[config.mk]
export PLATFORM = sky130hd
export DESIGN_NAME = cache_arbiter_flat
export DESIGN_NICKNAME = d
export VERILOG_FILES = /design/src/rtl/cache_arbiter_pkg.sv /design/src/rtl/cache_arbiter_if.sv /design/src/rtl/cache_arbiter_select.sv /design/src/rtl/cache_arbiter.sv /design/src/flat_wrapper.sv
export SDC_FILE = /design/constraint.sdc
export NUM_CORES = 1
export LEC_CHECK = 0
export ABC_CLOCK_PERIOD_IN_PS = 1960
export CAP_MARGIN = 10
export CORE_AREA = 2 2 544 546
export DETAILED_ROUTE_END_ITERATION = 16
export DIE_AREA = 0 0 546 548
export PLACE_DENSITY = 0.3
export SKIP_LAST_GASP = 1
export SLEW_MARGIN = 10
export SYNTH_ARGS = -nofsm -noshare
export SYNTH_HDL_FRONTEND = slang
export SYNTH_SLANG_ARGS = --single-unit
export TNS_END_PERCENT = 30
[constraint.sdc]
create_clock -name clk -period 1.96 [get_ports clk]
set_clock_uncertainty 0.2 [all_clocks]
set_input_delay 0.294 -clock clk [delete_from_list [all_inputs] [get_ports clk]]
set_output_delay 0.294 -clock clk [all_outputs]
set_load 0.02 [all_outputs]
[src/rtl/cache_arbiter_pkg.sv]
// +----------------------------------------------------------------------------+
// | cache_arbiter_pkg : shared types and widths for the I/D-cache arbiter      |
// | Revision 1.0                                                               |
// +----------------------------------------------------------------------------+
`default_nettype none

package cache_arbiter_pkg;

  localparam int C_ADDR_W = 32;
  localparam int C_LINE_W = 256;

  typedef enum logic [1:0] {
    ARB_IDLE   = 2'd0,
    ARB_ICACHE = 2'd1,
    ARB_DCACHE = 2'd2
  } arb_state_t;

  typedef enum logic {
    OWN_ICACHE = 1'b0,
    OWN_DCACHE = 1'b1
  } arb_owner_t;

  function automatic arb_state_t owner_state(input arb_owner_t owner);
    if (owner == OWN_DCACHE) begin
      return ARB_DCACHE;
    end
    return ARB_ICACHE;
  endfunction

endpackage

`default_nettype wire

[src/rtl/cache_arbiter_if.sv]
// +----------------------------------------------------------------------------+
// | cache_arbiter_if : cache-side and memory-side line port signals            |
// | Revision 1.0                                                               |
// +----------------------------------------------------------------------------+
`default_nettype none

interface cache_arbiter_if
  import cache_arbiter_pkg::*;
#(
  parameter int ADDR_W = C_ADDR_W,
  parameter int LINE_W = C_LINE_W
);

  logic              icache_pmem_read;
  logic [ADDR_W-1:0] icache_pmem_address;
  logic [LINE_W-1:0] icache_pmem_rdata;
  logic              icache_pmem_resp;

  logic              dcache_pmem_read;
  logic              dcache_pmem_write;
  logic [ADDR_W-1:0] dcache_pmem_address;
  logic [LINE_W-1:0] dcache_pmem_wdata;
  logic [LINE_W-1:0] dcache_pmem_rdata;
  logic              dcache_pmem_resp;

  logic              mem_read;
  logic              mem_write;
  logic [ADDR_W-1:0] mem_address;
  logic [LINE_W-1:0] mem_wdata;
  logic [LINE_W-1:0] mem_rdata;
  logic              mem_resp;

  // Arbiter view
  modport slave (
    input  icache_pmem_read, icache_pmem_address,
    output icache_pmem_rdata, icache_pmem_resp,
    input  dcache_pmem_read, dcache_pmem_write, dcache_pmem_address, dcache_pmem_wdata,
    output dcache_pmem_rdata, dcache_pmem_resp,
    output mem_read, mem_write, mem_address, mem_wdata,
    input  mem_rdata, mem_resp
  );

  // Environment view: both caches plus the cacheline adaptor
  modport master (
    output icache_pmem_read, icache_pmem_address,
    input  icache_pmem_rdata, icache_pmem_resp,
    output dcache_pmem_read, dcache_pmem_write, dcache_pmem_address, dcache_pmem_wdata,
    input  dcache_pmem_rdata, dcache_pmem_resp,
    input  mem_read, mem_write, mem_address, mem_wdata,
    output mem_rdata, mem_resp
  );

endinterface

`default_nettype wire

[src/rtl/cache_arbiter_select.sv]
// +----------------------------------------------------------------------------+
// | cache_arb_select : combinational winner picker (D-cache priority, or       |
// | round-robin tie-break when CACHE_ARB_RR_EN is defined)                     |
// | Revision 1.0                                                               |
// +----------------------------------------------------------------------------+
`default_nettype none

module cache_arb_select
  import cache_arbiter_pkg::*;
(
  input  logic       i_icache_req,
  input  logic       i_dcache_req,
  input  arb_owner_t i_last_owner,
  output arb_owner_t o_grant
);

  always_comb begin
    o_grant = OWN_DCACHE;
    if (i_icache_req && !i_dcache_req) begin
      o_grant = OWN_ICACHE;
    end else if (i_icache_req && i_dcache_req) begin
`ifdef CACHE_ARB_RR_EN
      if (i_last_owner == OWN_ICACHE) begin
        o_grant = OWN_DCACHE;
      end else begin
        o_grant = OWN_ICACHE;
      end
`else
      // A data miss freezes the whole pipeline, so D wins every tie
      o_grant = OWN_DCACHE;
`endif
    end
  end

`ifndef CACHE_ARB_RR_EN
  logic w_unused_last_owner;
  assign w_unused_last_owner = i_last_owner;
`endif

endmodule

`default_nettype wire

[src/rtl/cache_arbiter.sv]
// +----------------------------------------------------------------------------+
// | cache_arbiter : serialises I/D-cache line transactions onto one memory     |
// | port; optional round-robin tie-break via macro CACHE_ARB_RR_EN             |
// | Revision 1.0                                                               |
// +----------------------------------------------------------------------------+
`default_nettype none

module cache_arbiter
  import cache_arbiter_pkg::*;
#(
  parameter int ADDR_W = C_ADDR_W,
  parameter int LINE_W = C_LINE_W
)(
  input logic             clk,
  input logic             rst,
  cache_arbiter_if.slave  io_bus
);

  arb_state_t        r_state;
  arb_state_t        w_next_state;
  arb_owner_t        w_grant;
  arb_owner_t        w_last_owner;
  logic              w_icache_req;
  logic              w_dcache_req;
  logic              w_any_req;
  logic              w_grant_now;
  logic              w_mem_read;
  logic              w_mem_write;
  logic              w_icache_resp;
  logic              w_dcache_resp;
  logic              r_is_write;
  logic [ADDR_W-1:0] r_mem_address;
  logic [LINE_W-1:0] r_mem_wdata;

  assign w_icache_req = io_bus.icache_pmem_read;
  assign w_dcache_req = io_bus.dcache_pmem_read | io_bus.dcache_pmem_write;
  assign w_any_req    = w_icache_req | w_dcache_req;
  assign w_grant_now  = (r_state == ARB_IDLE) && w_any_req;

  cache_arb_select u_select (
    .i_icache_req (w_icache_req),
    .i_dcache_req (w_dcache_req),
    .i_last_owner (w_last_owner),
    .o_grant      (w_grant)
  );

`ifdef CACHE_ARB_RR_EN
  arb_owner_t r_last_owner;

  always_ff @(posedge clk) begin
    if (rst) begin
      r_last_owner <= OWN_ICACHE;
    end else if (w_grant_now) begin
      r_last_owner <= w_grant;
    end
  end

  assign w_last_owner = r_last_owner;
`else
  assign w_last_owner = OWN_ICACHE;
`endif

  always_ff @(posedge clk) begin
    if (rst) begin
      r_state <= ARB_IDLE;
    end else begin
      r_state <= w_next_state;
    end
  end

  always_comb begin
    w_next_state  = r_state;
    w_mem_read    = 1'b0;
    w_mem_write   = 1'b0;
    w_icache_resp = 1'b0;
    w_dcache_resp = 1'b0;
    case (r_state)
      ARB_IDLE: begin
        if (w_any_req) begin
          w_next_state = owner_state(w_grant);
        end
      end
      ARB_ICACHE: begin
        w_mem_read  = ~r_is_write;
        w_mem_write = r_is_write;
        if (io_bus.mem_resp) begin
          w_icache_resp = 1'b1;
          w_next_state  = ARB_IDLE;
        end
      end
      ARB_DCACHE: begin
        w_mem_read  = ~r_is_write;
        w_mem_write = r_is_write;
        if (io_bus.mem_resp) begin
          w_dcache_resp = 1'b1;
          w_next_state  = ARB_IDLE;
        end
      end
      default: begin
        w_next_state = ARB_IDLE;
      end
    endcase
  end

  // Address, op and write data are captured only at grant, so requester changes later are ignored
  always_ff @(posedge clk) begin
    if (rst) begin
      r_is_write    <= 1'b0;
      r_mem_address <= '0;
      r_mem_wdata   <= '0;
    end else if (w_grant_now) begin
      if (w_grant == OWN_DCACHE) begin
        r_is_write    <= io_bus.dcache_pmem_write;
        r_mem_address <= io_bus.dcache_pmem_address;
        if (io_bus.dcache_pmem_write) begin
          r_mem_wdata <= io_bus.dcache_pmem_wdata;
        end
      end else begin
        r_is_write    <= 1'b0;
        r_mem_address <= io_bus.icache_pmem_address;
      end
    end
  end

  assign io_bus.mem_read          = w_mem_read;
  assign io_bus.mem_write         = w_mem_write;
  assign io_bus.mem_address       = r_mem_address;
  assign io_bus.mem_wdata         = r_mem_wdata;
  assign io_bus.icache_pmem_resp  = w_icache_resp;
  assign io_bus.dcache_pmem_resp  = w_dcache_resp;
  assign io_bus.icache_pmem_rdata = io_bus.mem_rdata;
  assign io_bus.dcache_pmem_rdata = io_bus.mem_rdata;

`ifndef SYNTHESIS
  always_ff @(posedge clk) begin
    if (!rst) begin
      assert (!(io_bus.dcache_pmem_read && io_bus.dcache_pmem_write))
        else $error("cache_arbiter: dcache read and write asserted together");
    end
  end
`endif

endmodule

`default_nettype wire

[src/flat_wrapper.sv]
// flat-port wrapper written by rule: the top's interface ports become plain ports
module cache_arbiter_flat import cache_arbiter_pkg::*;
#(
  parameter int ADDR_W = C_ADDR_W,
  parameter int LINE_W = C_LINE_W
)
  (clk, rst, io_bus_icache_pmem_read, io_bus_icache_pmem_address, io_bus_icache_pmem_rdata, io_bus_icache_pmem_resp, io_bus_dcache_pmem_read, io_bus_dcache_pmem_write, io_bus_dcache_pmem_address, io_bus_dcache_pmem_wdata, io_bus_dcache_pmem_rdata, io_bus_dcache_pmem_resp, io_bus_mem_read, io_bus_mem_write, io_bus_mem_address, io_bus_mem_wdata, io_bus_mem_rdata, io_bus_mem_resp);
  cache_arbiter_if #(.ADDR_W(ADDR_W), .LINE_W(LINE_W)) io_bus_i ();
  input logic clk;
  input logic rst;
  input wire logic [$bits(io_bus_i.icache_pmem_read)-1:0] io_bus_icache_pmem_read;
  input wire logic [$bits(io_bus_i.icache_pmem_address)-1:0] io_bus_icache_pmem_address;
  output wire logic [$bits(io_bus_i.icache_pmem_rdata)-1:0] io_bus_icache_pmem_rdata;
  output wire logic [$bits(io_bus_i.icache_pmem_resp)-1:0] io_bus_icache_pmem_resp;
  input wire logic [$bits(io_bus_i.dcache_pmem_read)-1:0] io_bus_dcache_pmem_read;
  input wire logic [$bits(io_bus_i.dcache_pmem_write)-1:0] io_bus_dcache_pmem_write;
  input wire logic [$bits(io_bus_i.dcache_pmem_address)-1:0] io_bus_dcache_pmem_address;
  input wire logic [$bits(io_bus_i.dcache_pmem_wdata)-1:0] io_bus_dcache_pmem_wdata;
  output wire logic [$bits(io_bus_i.dcache_pmem_rdata)-1:0] io_bus_dcache_pmem_rdata;
  output wire logic [$bits(io_bus_i.dcache_pmem_resp)-1:0] io_bus_dcache_pmem_resp;
  output wire logic [$bits(io_bus_i.mem_read)-1:0] io_bus_mem_read;
  output wire logic [$bits(io_bus_i.mem_write)-1:0] io_bus_mem_write;
  output wire logic [$bits(io_bus_i.mem_address)-1:0] io_bus_mem_address;
  output wire logic [$bits(io_bus_i.mem_wdata)-1:0] io_bus_mem_wdata;
  input wire logic [$bits(io_bus_i.mem_rdata)-1:0] io_bus_mem_rdata;
  input wire logic [$bits(io_bus_i.mem_resp)-1:0] io_bus_mem_resp;
  assign io_bus_i.icache_pmem_read = io_bus_icache_pmem_read;
  assign io_bus_i.icache_pmem_address = io_bus_icache_pmem_address;
  assign io_bus_icache_pmem_rdata = io_bus_i.icache_pmem_rdata;
  assign io_bus_icache_pmem_resp = io_bus_i.icache_pmem_resp;
  assign io_bus_i.dcache_pmem_read = io_bus_dcache_pmem_read;
  assign io_bus_i.dcache_pmem_write = io_bus_dcache_pmem_write;
  assign io_bus_i.dcache_pmem_address = io_bus_dcache_pmem_address;
  assign io_bus_i.dcache_pmem_wdata = io_bus_dcache_pmem_wdata;
  assign io_bus_dcache_pmem_rdata = io_bus_i.dcache_pmem_rdata;
  assign io_bus_dcache_pmem_resp = io_bus_i.dcache_pmem_resp;
  assign io_bus_mem_read = io_bus_i.mem_read;
  assign io_bus_mem_write = io_bus_i.mem_write;
  assign io_bus_mem_address = io_bus_i.mem_address;
  assign io_bus_mem_wdata = io_bus_i.mem_wdata;
  assign io_bus_i.mem_rdata = io_bus_mem_rdata;
  assign io_bus_i.mem_resp = io_bus_mem_resp;
  cache_arbiter #(.ADDR_W(ADDR_W), .LINE_W(LINE_W)) u_core (.clk(clk), .rst(rst), .io_bus(io_bus_i));
endmodule
==> results of run 1 <==
kinds of logic (layout without fill, tap and decap cells):
family          Yosys count  count (layout)  synth area share (%)
other cells               0               2                     0
buf+inv                 626             970                  28.8
flops                   291             291                  35.7
fa+ha+maj                 3               3                 0.230
compound gates          294             294                  13.6
simple gates            686             686                  21.7
metrics by stage:
stage                     setup TNS [ns]  instance area, sq um
final                             -10.10                 26900
after floorplan                        0                 16300
after detailed placement          -28.39                 23500
after CTS                         -26.15                 26800
after global placement            -34.79                 23500
after global routing              -16.55                 26900
sequential cells by signal (all words and copies together), names as in the netlist:
register and flops:
u_core.r_is_write 1, u_core.r_state 2, u_core.io_bus.mem_wdata 256, u_core.io_bus.mem_address 32
report_power, final:
group	switching, uW	leakage [uW]	total, uW	internal, uW
Clock	3530	0.000726	8300	4770
Combinational	3420	0.00604	5960	2540
Sequential	396	0.00240	6870	6470
Total	7350	0.00916	21100	13800
tightest hold or removal path: stages:
cell and delay (ns):
sky130_fd_sc_hd__clkdlybuf4s50_1 0.43, sky130_fd_sc_hd__nand2_1 0.10, sky130_fd_sc_hd__a21oi_1 0.06
layer usage:
metal / track usage, % / vias to the layer above / part of all wire (%)
met2: 15.3 / 1205 / 45
met4: 3.73 / 6 / 4.2
met3: 8.15 / 294 / 19
li1: - / 6197 / -
met1: 8.76 / 6323 / 32
met5: 0 / - / 0.046
how the worst min path moves through the flow:
stage / cells after the start / endpoint / from / slack (ns)
final: 3 / u_core.io_bus.mem_wdata[242] / io_bus_dcache_pmem_wdata[242] / 0.06
after global routing: 3 / u_core.io_bus.mem_wdata[5] / io_bus_dcache_pmem_wdata[5] / 0.03
after CTS: 3 / u_core.io_bus.mem_wdata[5] / io_bus_dcache_pmem_wdata[5] / 0.001
after detailed placement: 2 / u_core.io_bus.mem_wdata[205] / u_core.io_bus.mem_wdata[205] / 0.25
after global placement: 2 / u_core.io_bus.mem_wdata[199] / u_core.io_bus.mem_wdata[199] / 0.25
after floorplan: 2 / u_core.io_bus.mem_wdata[0] / io_bus_dcache_pmem_wdata[0] / 0.22
synth_stat cells, types with 4 or more instances:
| library cell | number |
|---|---|
| sky130_fd_sc_hd__a21oi_2 | 200 |
| sky130_fd_sc_hd__and2_1 | 4 |
| sky130_fd_sc_hd__a21oi_1 | 60 |
| sky130_fd_sc_hd__nand2_1 | 313 |
| sky130_fd_sc_hd__dfxtp_1 | 291 |
| sky130_fd_sc_hd__o21ai_0 | 16 |
| sky130_fd_sc_hd__nor2_1 | 66 |
| sky130_fd_sc_hd__nand2_2 | 200 |
| sky130_fd_sc_hd__o21ai_1 | 18 |
| sky130_fd_sc_hd__buf_12 | 22 |
| sky130_fd_sc_hd__nor4_1 | 6 |
| sky130_fd_sc_hd__nor4_2 | 26 |
| sky130_fd_sc_hd__buf_6 | 5 |
| sky130_fd_sc_hd__buf_1 | 6 |
| sky130_fd_sc_hd__nand2b_1 | 33 |
| sky130_fd_sc_hd__buf_2 | 17 |
| sky130_fd_sc_hd__buf_4 | 514 |
| sky130_fd_sc_hd__or4_1 | 32 |
| sky130_fd_sc_hd__clkbuf_1 | 57 |
repair_timing:
| action | 4_1_cts | 5_1_grt |
|---|---|---|
| buffers inserted | 3 | 0 |
| hold endpoints to repair | 232 | 0 |
| gates resized for setup | 226 | 33 |
| pin swaps | 1 | 0 |
| setup endpoints to repair | 194 | 113 |
| gates cloned | 0 | 0 |
| hold buffers | 177 | 0 |
final cells by class:
class                           instances  area [sq um]  area share (%)
Timing Repair Buffer                  887          8770            32.6
Tap cell                             3919          4900            18.2
Inverter                                2          7.51          0.0279
Multi-Input combinational cell        983          5860            21.8
Sequential cell                       291          5850            21.7
Clock buffer                           63          1290            4.81
Clock inverter                         18           199           0.740
Antenna cell                            2          5.00          0.0186
==> out/metrics.yaml, run 1 <==
worst_setup_path:
  critical_path.top_delay_family: "buffers and inverters"
  timing.rr.end: "u_core.io_bus.mem_wdata[249]"
  crit_path_end: "io_bus_mem_wdata[51]"
  rr_startpoint: "u_core.r_state[1]"
  ff2ff_setup_slack_ns: 0.17
  timing.critical_path.required_ns: 1.47
  critical_path.n_buffers_inverters: 1
  timing.critical_path.depth: 1
  path_max_fanout: 2
  timing.critical_path.to_type: "output pin"
  slowest_cell_on_crit_path: "sky130_fd_sc_hd__clkdlybuf4s50_1"
  critPathLaunchType: "register"
  reg2reg_depth: 7
  cp-startpoint: "u_core.io_bus.mem_wdata[51]"
  setup.worst_path.class: "reg -> out"
  worst-endpoint-arrival_ns: 1.64
  series_of_cell_instances_along_the_critical_path: "clkdlybuf4s50_1"
  timing.critical_path.slowest_cell_delay_ns: 0.63
place:
  pre_cts_slack_ns: -0.164
  gpl.final_weighted_congestion: 0.798
  place.detailed.hpwl_mm: 131
  placed_cells: 5902
  portBuffers: 617
yosys:
  synth.avg_cell_area_sq_um: 8.60
  yosysUniqueCellTypes: 26
  synth-warning-count: 0
  synth_async_sr_flop_share_pct: 0
  yosys_register_bits: 291
  post-synth-top-area-cell: "sky130_fd_sc_hd__dfxtp_1"
  ys_dominant_reg_cell: "sky130_fd_sc_hd__dfxtp_1"
  number_of_synthesized_flops_with_an_enable_pin: 0
  synth_nets: 2485
  netlist_instances: 1900
  seq_area_frac_synth_pct: 35.7
  post_synth_main_area_contributors: "sky130_fd_sc_hd__dfxtp_1, sky130_fd_sc_hd__buf_4, sky130_fd_sc_hd__a21oi_2"
  synthDominantCellAreaShare_pct: 35.7
  synth.cell_area_sq_um: 16300
sta:
  final.period_utilization_pct: 109
  finalMaxSlewViolations: 0
  grt_setup_unrepaired: "true"
  final.min_clock_period_ns: 2.13
  hold_viol: 0
  max_clock_freq_mhz: 469
  worst-slew-pin-transition_ns: 0.495
  final_critical_path_setup_slack_ns: -0.170
  final-setup-viol-count: 74
  slew-limit-headroom_pct: 67.0
  fin_worst_hold_slack_ns: 0.0639
floorplan:
  io_pins: 1386
  rows: 199
  chipHeight_microns: 548
  core_region_area_sq_um: 293000
  design.die.area_sq_um: 299000
  initial_utilization_pct: 5.57
  die_w_microns: 546
drt:
  post_drt_via_cell_ratio: 2.27
  routed_wl_mm: 149
  remaining_drc_errors: 0
  wire_per_inst_microns: 24.1
  final_antenna_net_count: 0
  first_iter_violations: 556
  route.vias.total: 14000
  drt_pass1_iterations: 5
clock_network:
  worst_setup_hold_path_clk_slew_ns: 0.06
  worst_skew_pair.late_latency_ns: 0.63
  htree_num_levels: 2
  number_of_buffers_created_by_cts: 44
  clock_sinks: 291
  clock_tree.root_cell: "sky130_fd_sc_hd__clkbuf_16"
  clock_tree.buffer_depth: 3
  cts_tree: "yes"
layout:
  nets: 2794
  final_cell_mix: "sky130_fd_sc_hd__clkdlybuf4s50_1, sky130_fd_sc_hd__nand2_1, sky130_fd_sc_hd__dfxtp_1, sky130_fd_sc_hd__nand2_2, sky130_fd_sc_hd__a21oi_2"
  final_core_util_pct: 9.17
  areaGrowthSynthToFinish_pct: 64.6
  layout.cells.most_common: "sky130_fd_sc_hd__clkdlybuf4s50_1"
  post_route_cells_drive_above_1_share_pct: 34.3
  final_cells: 6165
  fill_cells: 34100
power_and_ir_drop:
  report.power.total_uw: 21100
  powerDensity_nw_per_um2: 786
  total_leakage_power_uw: 0.00916
  max-vdd-ir-drop_mv: 0.552
outcome:
  failing_checks: "setup timing"
  run_status: "finished with violations"
grt:
  grtUsageTotal_pct: 9.58
  first_pass_grt_wire_length_mm: 183
  initial_antenna_violation_count: 49
  first_global_vias: 14900
  global_route.overflow_total: 0
  grt_start_max_net_pins: 57
min_path:
  hold_class: "in -> reg"
run:
  maxCapViolations: 0
Power figures use the tool's default switching activity.
==> inputs of run 2 (changes only) <==
- PLACE_DENSITY: 0.3 -> default
- PLACE_DENSITY_LB_ADDON: default -> 0.3
==> run 2 against run 1 <==
Compared with the run above: the run still ends with setup timing left; clock-buffer cell count is 2 higher; sequential power hardly changed; final area is 3.5% higher; largest cell class unchanged; largest power group unchanged; highest routed layer is now met4.
==> out/metrics.yaml, run 2 (synthesized netlist as in run 1, its figures left out) <==
floorplan:
  design.die.area_sq_um: 299000  # unchanged
  io_pins: 1386  # unchanged
  core_region_area_sq_um: 293000  # unchanged
  rows: 199  # unchanged
  die_w_microns: 546  # unchanged
  chipHeight_microns: 548  # unchanged
  initial_utilization_pct: 5.57  # unchanged
sta:
  grt_setup_unrepaired: "true"
  final_critical_path_setup_slack_ns: -0.236  # -0.0658 ns
  worst-slew-pin-transition_ns: 0.494  # -0.000428 ns
  max_clock_freq_mhz: 455  # -3.0%
  slew-limit-headroom_pct: 67.2  # +0.16 points
  fin_worst_hold_slack_ns: 0.0535  # -0.0105 ns
  final-setup-viol-count: 87  # +18%
  hold_viol: 0  # unchanged
  setup_total_negative_slack_ns: -14.37  # -4.27 ns
  final.period_utilization_pct: 112  # +3.4 points
  final.min_clock_period_ns: 2.20  # +0.0658 ns
  finalMaxSlewViolations: 0  # unchanged
grt:
  first_global_vias: 15300  # +2.5%
  grtUsageTotal_pct: 9.98  # +0.40 points
  initial_antenna_violation_count: 61  # +24%
  first_pass_grt_wire_length_mm: 190  # +3.7%
  global_route.overflow_total: 0  # unchanged
  grt_start_max_net_pins: 52  # -8.8%
place:
  pre_cts_slack_ns: -0.223  # -0.0593 ns
  place.detailed.hpwl_mm: 136  # +3.6%
  portBuffers: 617  # unchanged
  gpl.final_weighted_congestion: 0.812  # +1.9%
drt:
  route.vias.total: 14400  # +2.3%
  final_antenna_net_count: 0  # unchanged
  first_iter_violations: 664  # +19%
  routed_wl_mm: 155  # +4.1%
  remaining_drc_errors: 0  # unchanged
  wire_per_inst_microns: 24.7  # +2.6%
  drt_pass1_iterations: 5  # unchanged
  post_drt_via_cell_ratio: 2.29  # +0.81%
clock_network:
  clock_tree.root_cell: "sky130_fd_sc_hd__clkbuf_16"
  clock_sinks: 291  # unchanged
  cts_tree: "yes"
  htree_num_levels: 2  # unchanged
  clock_tree.buffer_depth: 3  # unchanged
  number_of_buffers_created_by_cts: 46  # +4.5%
  worst_setup_hold_path_clk_slew_ns: 0.07  # about the same
  worst_skew_pair.late_latency_ns: 0.65  # +0.02 ns
power_and_ir_drop:
  p_sw_share_pct: 34.5  # -0.28 points
  max-vdd-ir-drop_mv: 0.644  # +17%
  powerDensity_nw_per_um2: 800  # +1.7%
  p_seq_share_pct: 30.9  # -1.6 points
  pwr-share-comb_pct: 27.8  # -0.4 points
  total_leakage_power_uw: 0.00965  # +5.3%
  switching_pwr_uw: 7680  # +4.5%
  clkPwrFrac_pct: 41.3  # +2.0 points
  report.power.total_uw: 22200  # +5.3%
  p_int_uw: 14600  # +5.7%
worst_setup_path:
  path_max_fanout: 3  # +1
  rr_startpoint: "u_core.r_state[1]"
  critPathLaunchType: "register"
  setup.worst_path.class: "reg -> out"
  ff2ff_setup_slack_ns: 0.05  # -0.12 ns
  crit_path_end: "io_bus_mem_read"
  reg2reg_depth: 8  # +1
  timing.rr.end: "u_core.io_bus.mem_wdata[139]"
  timing.critical_path.required_ns: 1.47  # about the same
  worst-endpoint-arrival_ns: 1.70  # +0.06 ns
  cp-startpoint: "u_core.r_state[1]"
  timing.critical_path.to_type: "output pin"
layout:
  number_of_flip_flops_in_the_largest_register: 256  # unchanged
  final_cell_mix: "sky130_fd_sc_hd__clkdlybuf4s50_1, sky130_fd_sc_hd__nand2_1, sky130_fd_sc_hd__dfxtp_1, sky130_fd_sc_hd__dlygate4sd3_1"
  layout.cells.most_common: "sky130_fd_sc_hd__clkdlybuf4s50_1"
  areaGrowthSynthToFinish_pct: 70.3
  final_core_util_pct: 9.49  # +0.32 points
  post_route_cells_drive_above_1_share_pct: 34.2  # -0.080 points
  nets: 2885  # +3.3%
outcome:
  failing_checks: "setup timing"
  run_status: "finished with violations"
min_path:
  hold_class: "in -> reg"
run:
  maxCapViolations: 0  # unchanged
run 2: cell types whose count changed in the layout (fill, tap and decap cells not counted), sizes merged, moves of 2 or more:
| cell | change |
|---|---|
| buf | +46 |
| bufinv | +5 |
| clkbuf | +2 |
| clkdlybuf4s15 | -25 |
| clkdlybuf4s18 | +2 |
| clkdlybuf4s50 | +13 |
| clkinvlp | -2 |
| dlygate4sd2 | -30 |
| dlygate4sd3 | +76 |
| dlymetal6s2s | +7 |
run 2: area by class of cell:
| cell class | instances | area, sq um |
|---|---|---|
| Sequential cell | 291 | 5850 |
| Antenna cell | 1 | 2.50 |
| Timing Repair Buffer | 976 | 9600 |
| Fill cell | 34100 | 265000 |
| Clock buffer | 65 | 1270 |
| Inverter | 2 | 7.51 |
| Clock inverter | 20 | 337 |
| Tap cell | 3919 | 4900 |
| Multi-Input combinational cell | 983 | 5850 |
run 2: worst min path at each step:
stage / end / slack [ns] / from / depth (start not counted)
after floorplan: u_core.io_bus.mem_wdata[0] / 0.22 / io_bus_dcache_pmem_wdata[0] / 2
after global placement: u_core.io_bus.mem_wdata[202] / 0.24 / u_core.io_bus.mem_wdata[202] / 2
after detailed placement: u_core.io_bus.mem_wdata[238] / 0.25 / u_core.io_bus.mem_wdata[238] / 2
after CTS: u_core.io_bus.mem_wdata[206] / 0.001 / io_bus_dcache_pmem_wdata[206] / 3
after global routing: u_core.io_bus.mem_wdata[87] / 0.04 / io_bus_dcache_pmem_wdata[87] / 3
final: u_core.io_bus.mem_wdata[193] / 0.05 / io_bus_dcache_pmem_wdata[193] / 3
run 2: layer usage:
metal	vias to the layer above	wire (microns)	track usage [%]	share of wire, %
met4	0	6690	3.64	4.3
met5	-	0	0	0
met1	6424	44700	8.22	29
met3	306	34700	10.3	22
li1	6380	-	-	-
met2	1240	68500	15.8	44
run 2: what timing repair did:
item                                    CTS  global route
hold endpoints to repair                255             0
pin swaps                                 1             1
hold buffers                            253             0
buffers inserted                          2             1
gates resized for setup                 236            40
endpoints found under the setup margin  190           140
run 2: stage by stage:
step                      instances  area, sq um
final                          6257        27800
after global routing           6256        27800
after CTS                      6255        27700
after detailed placement       5915        23700
after global placement         5915        23700
after floorplan                1900        16300
run 2: worst max-delay path: stages, from the launching register on:
cell	delay [ns]
sky130_fd_sc_hd__dfxtp_2	0.33
sky130_fd_sc_hd__inv_2	0.05
sky130_fd_sc_hd__ha_4	0.30
sky130_fd_sc_hd__nor2b_1	0.13
sky130_fd_sc_hd__buf_4	0.13
sky130_fd_sc_hd__buf_12	0.11
run 2: power by group through the flow:
stage | Combinational [uW] | Clock (uW) | Sequential [uW]
floorplan | 3580 | 0 | 7500
global placement | 5960 | 0 | 6980
detailed placement | 5950 | 0 | 6980
CTS | 6430 | 9720 | 6880
global route | 6720 | 9850 | 6940
finish | 6190 | 9180 | 6870
==> inputs of run 3 (changes only) <==
- ABC_AREA: default -> 1
- ABC_CLOCK_PERIOD_IN_PS: 1960 -> default
==> run 3 against run 2 <==
Compared with the run above: the flow still finishes with violations (setup timing); via count rose by 7.7%; total power rose by 0.61%; sequential share of layout area barely moved; final area fell by 0.28%; synthesized cell count rose by 32%; final cell count rose by 9.7%; area after synthesis rose by 0.28%; non-clock buffer count fell by 12; sequential cell count did not move; first-iteration DRC count rose by 23%; critical path type unchanged.
==> out/metrics.yaml, run 3 <==
outcome:
  run_status: "finished with violations"
  failing_checks: "setup timing"
yosys:
  yosys_register_bits: 291  # unchanged
  synth.avg_cell_area_sq_um: 6.54  # -24%
  synthDominantCellAreaShare_pct: 35.6  # -0.098 points
  synth.most_common_cell: "sky130_fd_sc_hd__nand2_1"
  synthAdderAreaFrac_pct: 0.229  # -0.00063 points
  synth.cell_area_sq_um: 16400  # +0.28%
  post_synth_most_frequent_cells: "sky130_fd_sc_hd__nand2_1, sky130_fd_sc_hd__nor2_1, sky130_fd_sc_hd__buf_4"
  netlist_instances: 2505  # +32%
  synth_mux_area_share_pct: 0  # unchanged
  post_synth_xor_area_fraction_pct: 0  # unchanged
  synth-warning-count: 0  # unchanged
  combinational_family_with_the_most_area_after_synthesis: "buffers and inverters"
  number_of_synthesized_flops_with_an_enable_pin: 0  # unchanged
  post_synth_and_or_nand_nor_area_fraction_pct: 29.1  # +7.4 points
  synth_async_sr_flop_share_pct: 0  # unchanged
  synth_compound_area_share_pct: 0.137  # -13 points
  post-synth-top-area-cell: "sky130_fd_sc_hd__dfxtp_1"
  yosysUniqueCellTypes: 20  # -23%
  synth_nets: 3090  # +24%
  post_synth_main_area_contributors: "sky130_fd_sc_hd__dfxtp_1, sky130_fd_sc_hd__buf_4, sky130_fd_sc_hd__nand2_1"
  seq_area_frac_synth_pct: 35.6  # -0.098 points
  ys_dominant_reg_cell: "sky130_fd_sc_hd__dfxtp_1"
drt:
  drt_pass1_iterations: 5  # unchanged
  route.vias.total: 15500  # +7.7%
  wire_per_inst_microns: 20.2  # -18%
  post_drt_via_cell_ratio: 2.25  # -1.9%
  remaining_drc_errors: 0  # unchanged
  final_antenna_net_count: 0  # unchanged
  routed_wl_mm: 139  # -10%
  first_iter_violations: 814  # +23%
grt:
  grt_start_max_net_pins: 63  # +21%
  first_global_vias: 15900  # +3.8%
  global_route.overflow_total: 0  # unchanged
  initial_antenna_violation_count: 50  # -18%
  grtUsageTotal_pct: 8.97  # -1.0 points
  first_pass_grt_wire_length_mm: 173  # -8.9%
layout:
  post-route-cell-area_sq_um: 27700  # -0.28%
  post_route_cells_drive_above_1_share_pct: 12.2  # -22 points
  number_of_flip_flops_in_the_largest_register: 256  # unchanged
  areaGrowthSynthToFinish_pct: 69.4
  final_cells: 6867  # +9.7%
  layout.cells.most_common: "sky130_fd_sc_hd__nand2_1"
  final_cell_mix: "sky130_fd_sc_hd__nand2_1, sky130_fd_sc_hd__nor2_1, sky130_fd_sc_hd__clkdlybuf4s50_1, sky130_fd_sc_hd__inv_1, sky130_fd_sc_hd__dfxtp_1"
  nets: 3492  # +21%
floorplan:
  design.die.area_sq_um: 299000  # unchanged
  rows: 199  # unchanged
  io_pins: 1386  # unchanged
  initial_utilization_pct: 5.59  # +0.015 points
  core_region_area_sq_um: 293000  # unchanged
  die_w_microns: 546  # unchanged
  chipHeight_microns: 548  # unchanged
worst_setup_path:
  critical_path.top_delay_family: "buffers and inverters"
  critPathLaunchType: "register"
  path_max_fanout: 2  # -1
  slowest_cell_on_crit_path: "sky130_fd_sc_hd__clkdlybuf4s50_1"
  setup.worst_path.class: "reg -> out"
  timing.critical_path.to_type: "output pin"
  worst-endpoint-arrival_ns: 1.64  # -0.06 ns
  series_of_cell_instances_along_the_critical_path: "clkdlybuf4s50_1"
  critical_path.n_buffers_inverters: 1  # -2
  timing.critical_path.slowest_cell_delay_ns: 0.63  # +0.30 ns
  timing.critical_path.required_ns: 1.47  # about the same
sta:
  max_clock_freq_mhz: 468  # +2.7%
  final-setup-viol-count: 14  # -84%
  final.period_utilization_pct: 109  # -3.0 points
  worst-slew-pin-transition_ns: 0.384  # -0.110 ns
  final_critical_path_setup_slack_ns: -0.178  # +0.0585 ns
  hold_viol: 0  # unchanged
  grt_setup_unrepaired: "true"
  finalMaxSlewViolations: 0  # unchanged
  slew-limit-headroom_pct: 74.3  # +7.1 points
  final.min_clock_period_ns: 2.14  # -0.0585 ns
clock_network:
  clock_sinks: 291  # unchanged
  htree_num_levels: 2  # unchanged
  clock_tree.root_cell: "sky130_fd_sc_hd__clkbuf_16"
  cts_tree: "yes"
  number_of_buffers_created_by_cts: 49  # +6.5%
  clock_tree.buffer_depth: 3  # unchanged
  worst_setup_hold_path_clk_slew_ns: 0.05  # -0.02 ns
  worst_skew_pair.late_latency_ns: 0.67  # +0.02 ns
power_and_ir_drop:
  total_leakage_power_uw: 0.0127  # +32%
  powerDensity_nw_per_um2: 807  # +0.90%
  max-vdd-ir-drop_mv: 0.700  # +8.8%
place:
  placed_cells: 6526  # +10%
  place.detailed.hpwl_mm: 122  # -11%
  gpl.final_weighted_congestion: 0.862  # +6.1%
  postPlaceCellArea_sq_um: 23800  # +0.62%
  portBuffers: 617  # unchanged
run:
  maxCapViolations: 0  # unchanged
min_path:
  hold_class: "in -> reg"
run 3: cell types whose count changed after synthesis, moves of 32 or more:
cell | before | now
sky130_fd_sc_hd__inv_1 | 2 | 328
sky130_fd_sc_hd__or4_1 | 32 | 0
sky130_fd_sc_hd__nor2_1 | 66 | 609
sky130_fd_sc_hd__nand2_1 | 313 | 649
sky130_fd_sc_hd__a21oi_1 | 60 | 3
sky130_fd_sc_hd__nand2b_1 | 33 | 0
sky130_fd_sc_hd__nand2_2 | 200 | 1
sky130_fd_sc_hd__a21oi_2 | 200 | 0
run 3: cells by family after synthesis:
family / count (synthesis)
adder cells (fa/ha/maj): 3
AO/OA/AOI/OAI: 4
buffers and inverters: 942
AND/OR/NAND/NOR: 1265
flip-flops: 291
run 3: per-layer routing:
metal / up-vias / part of all wire (%) / global-route usage [%]
li1: 7459 / - / -
met1: 6530 / 29 / 7.13
met2: 1034 / 40 / 12.9
met3: 429 / 25 / 10.3
met4: 0 / 6.2 / 5.08
met5: - / 0 / 0
run 3: metrics by stage:
step	TNS [ns]	hold WS [ns]	total power [uW]	utilization [%]	worst slack, ns
finish	-1.74	0.0815	22400	9.47	-0.178
global route	-5.87	0.0391	23900	9.46	-0.283
CTS	-17.28	0.00171	23300	9.43	-0.284
detailed placement	-48.49	0.298	13100	8.12	-0.328
global placement	-43.93	0.298	13100	8.12	-0.338
floorplan	0	0.163	11100	-	0.375
run 3: worst paths after layout:
kind / startpoint / to / slack (ns) / cells past startpoint
max reg2reg: u_core.r_state[1] / u_core.io_bus.mem_wdata[122] / 0.18 / 7
max: u_core.io_bus.mem_wdata[94] / io_bus_mem_wdata[94] / -0.18 / 1
min reg2reg: u_core.io_bus.mem_wdata[72] / u_core.io_bus.mem_wdata[72] / 0.31 / 4
min: io_bus_dcache_pmem_wdata[47] / u_core.io_bus.mem_wdata[47] / 0.08 / 3
run 3: timing repair:
item,4_1_cts,5_1_grt
hold endpoints to repair,239,0
endpoints found under the setup margin,206,127
buffers inserted,1,0
pin swaps,2,1
hold buffers,248,0
gates resized for setup,382,40
run 3: cell type report:
| class | instances | area, sq um |
|---|---|---|
| sequential | 291 | 5840 |
| tap | 3919 | 4900 |
| multi-input combinational | 1272 | 4900 |
| fill | 34200 | 265000 |
| antenna | 5 | 12.5 |
| inverter | 329 | 1240 |
| clock inverter | 23 | 298 |
| timing repair buffer | 964 | 9180 |
| clock buffer | 64 | 1370 |
run 3: where the power goes:
group / switching (uW) / internal [uW]
registers: 394 / 6570
clock network: 3940 / 5480
logic: 3510 / 2490
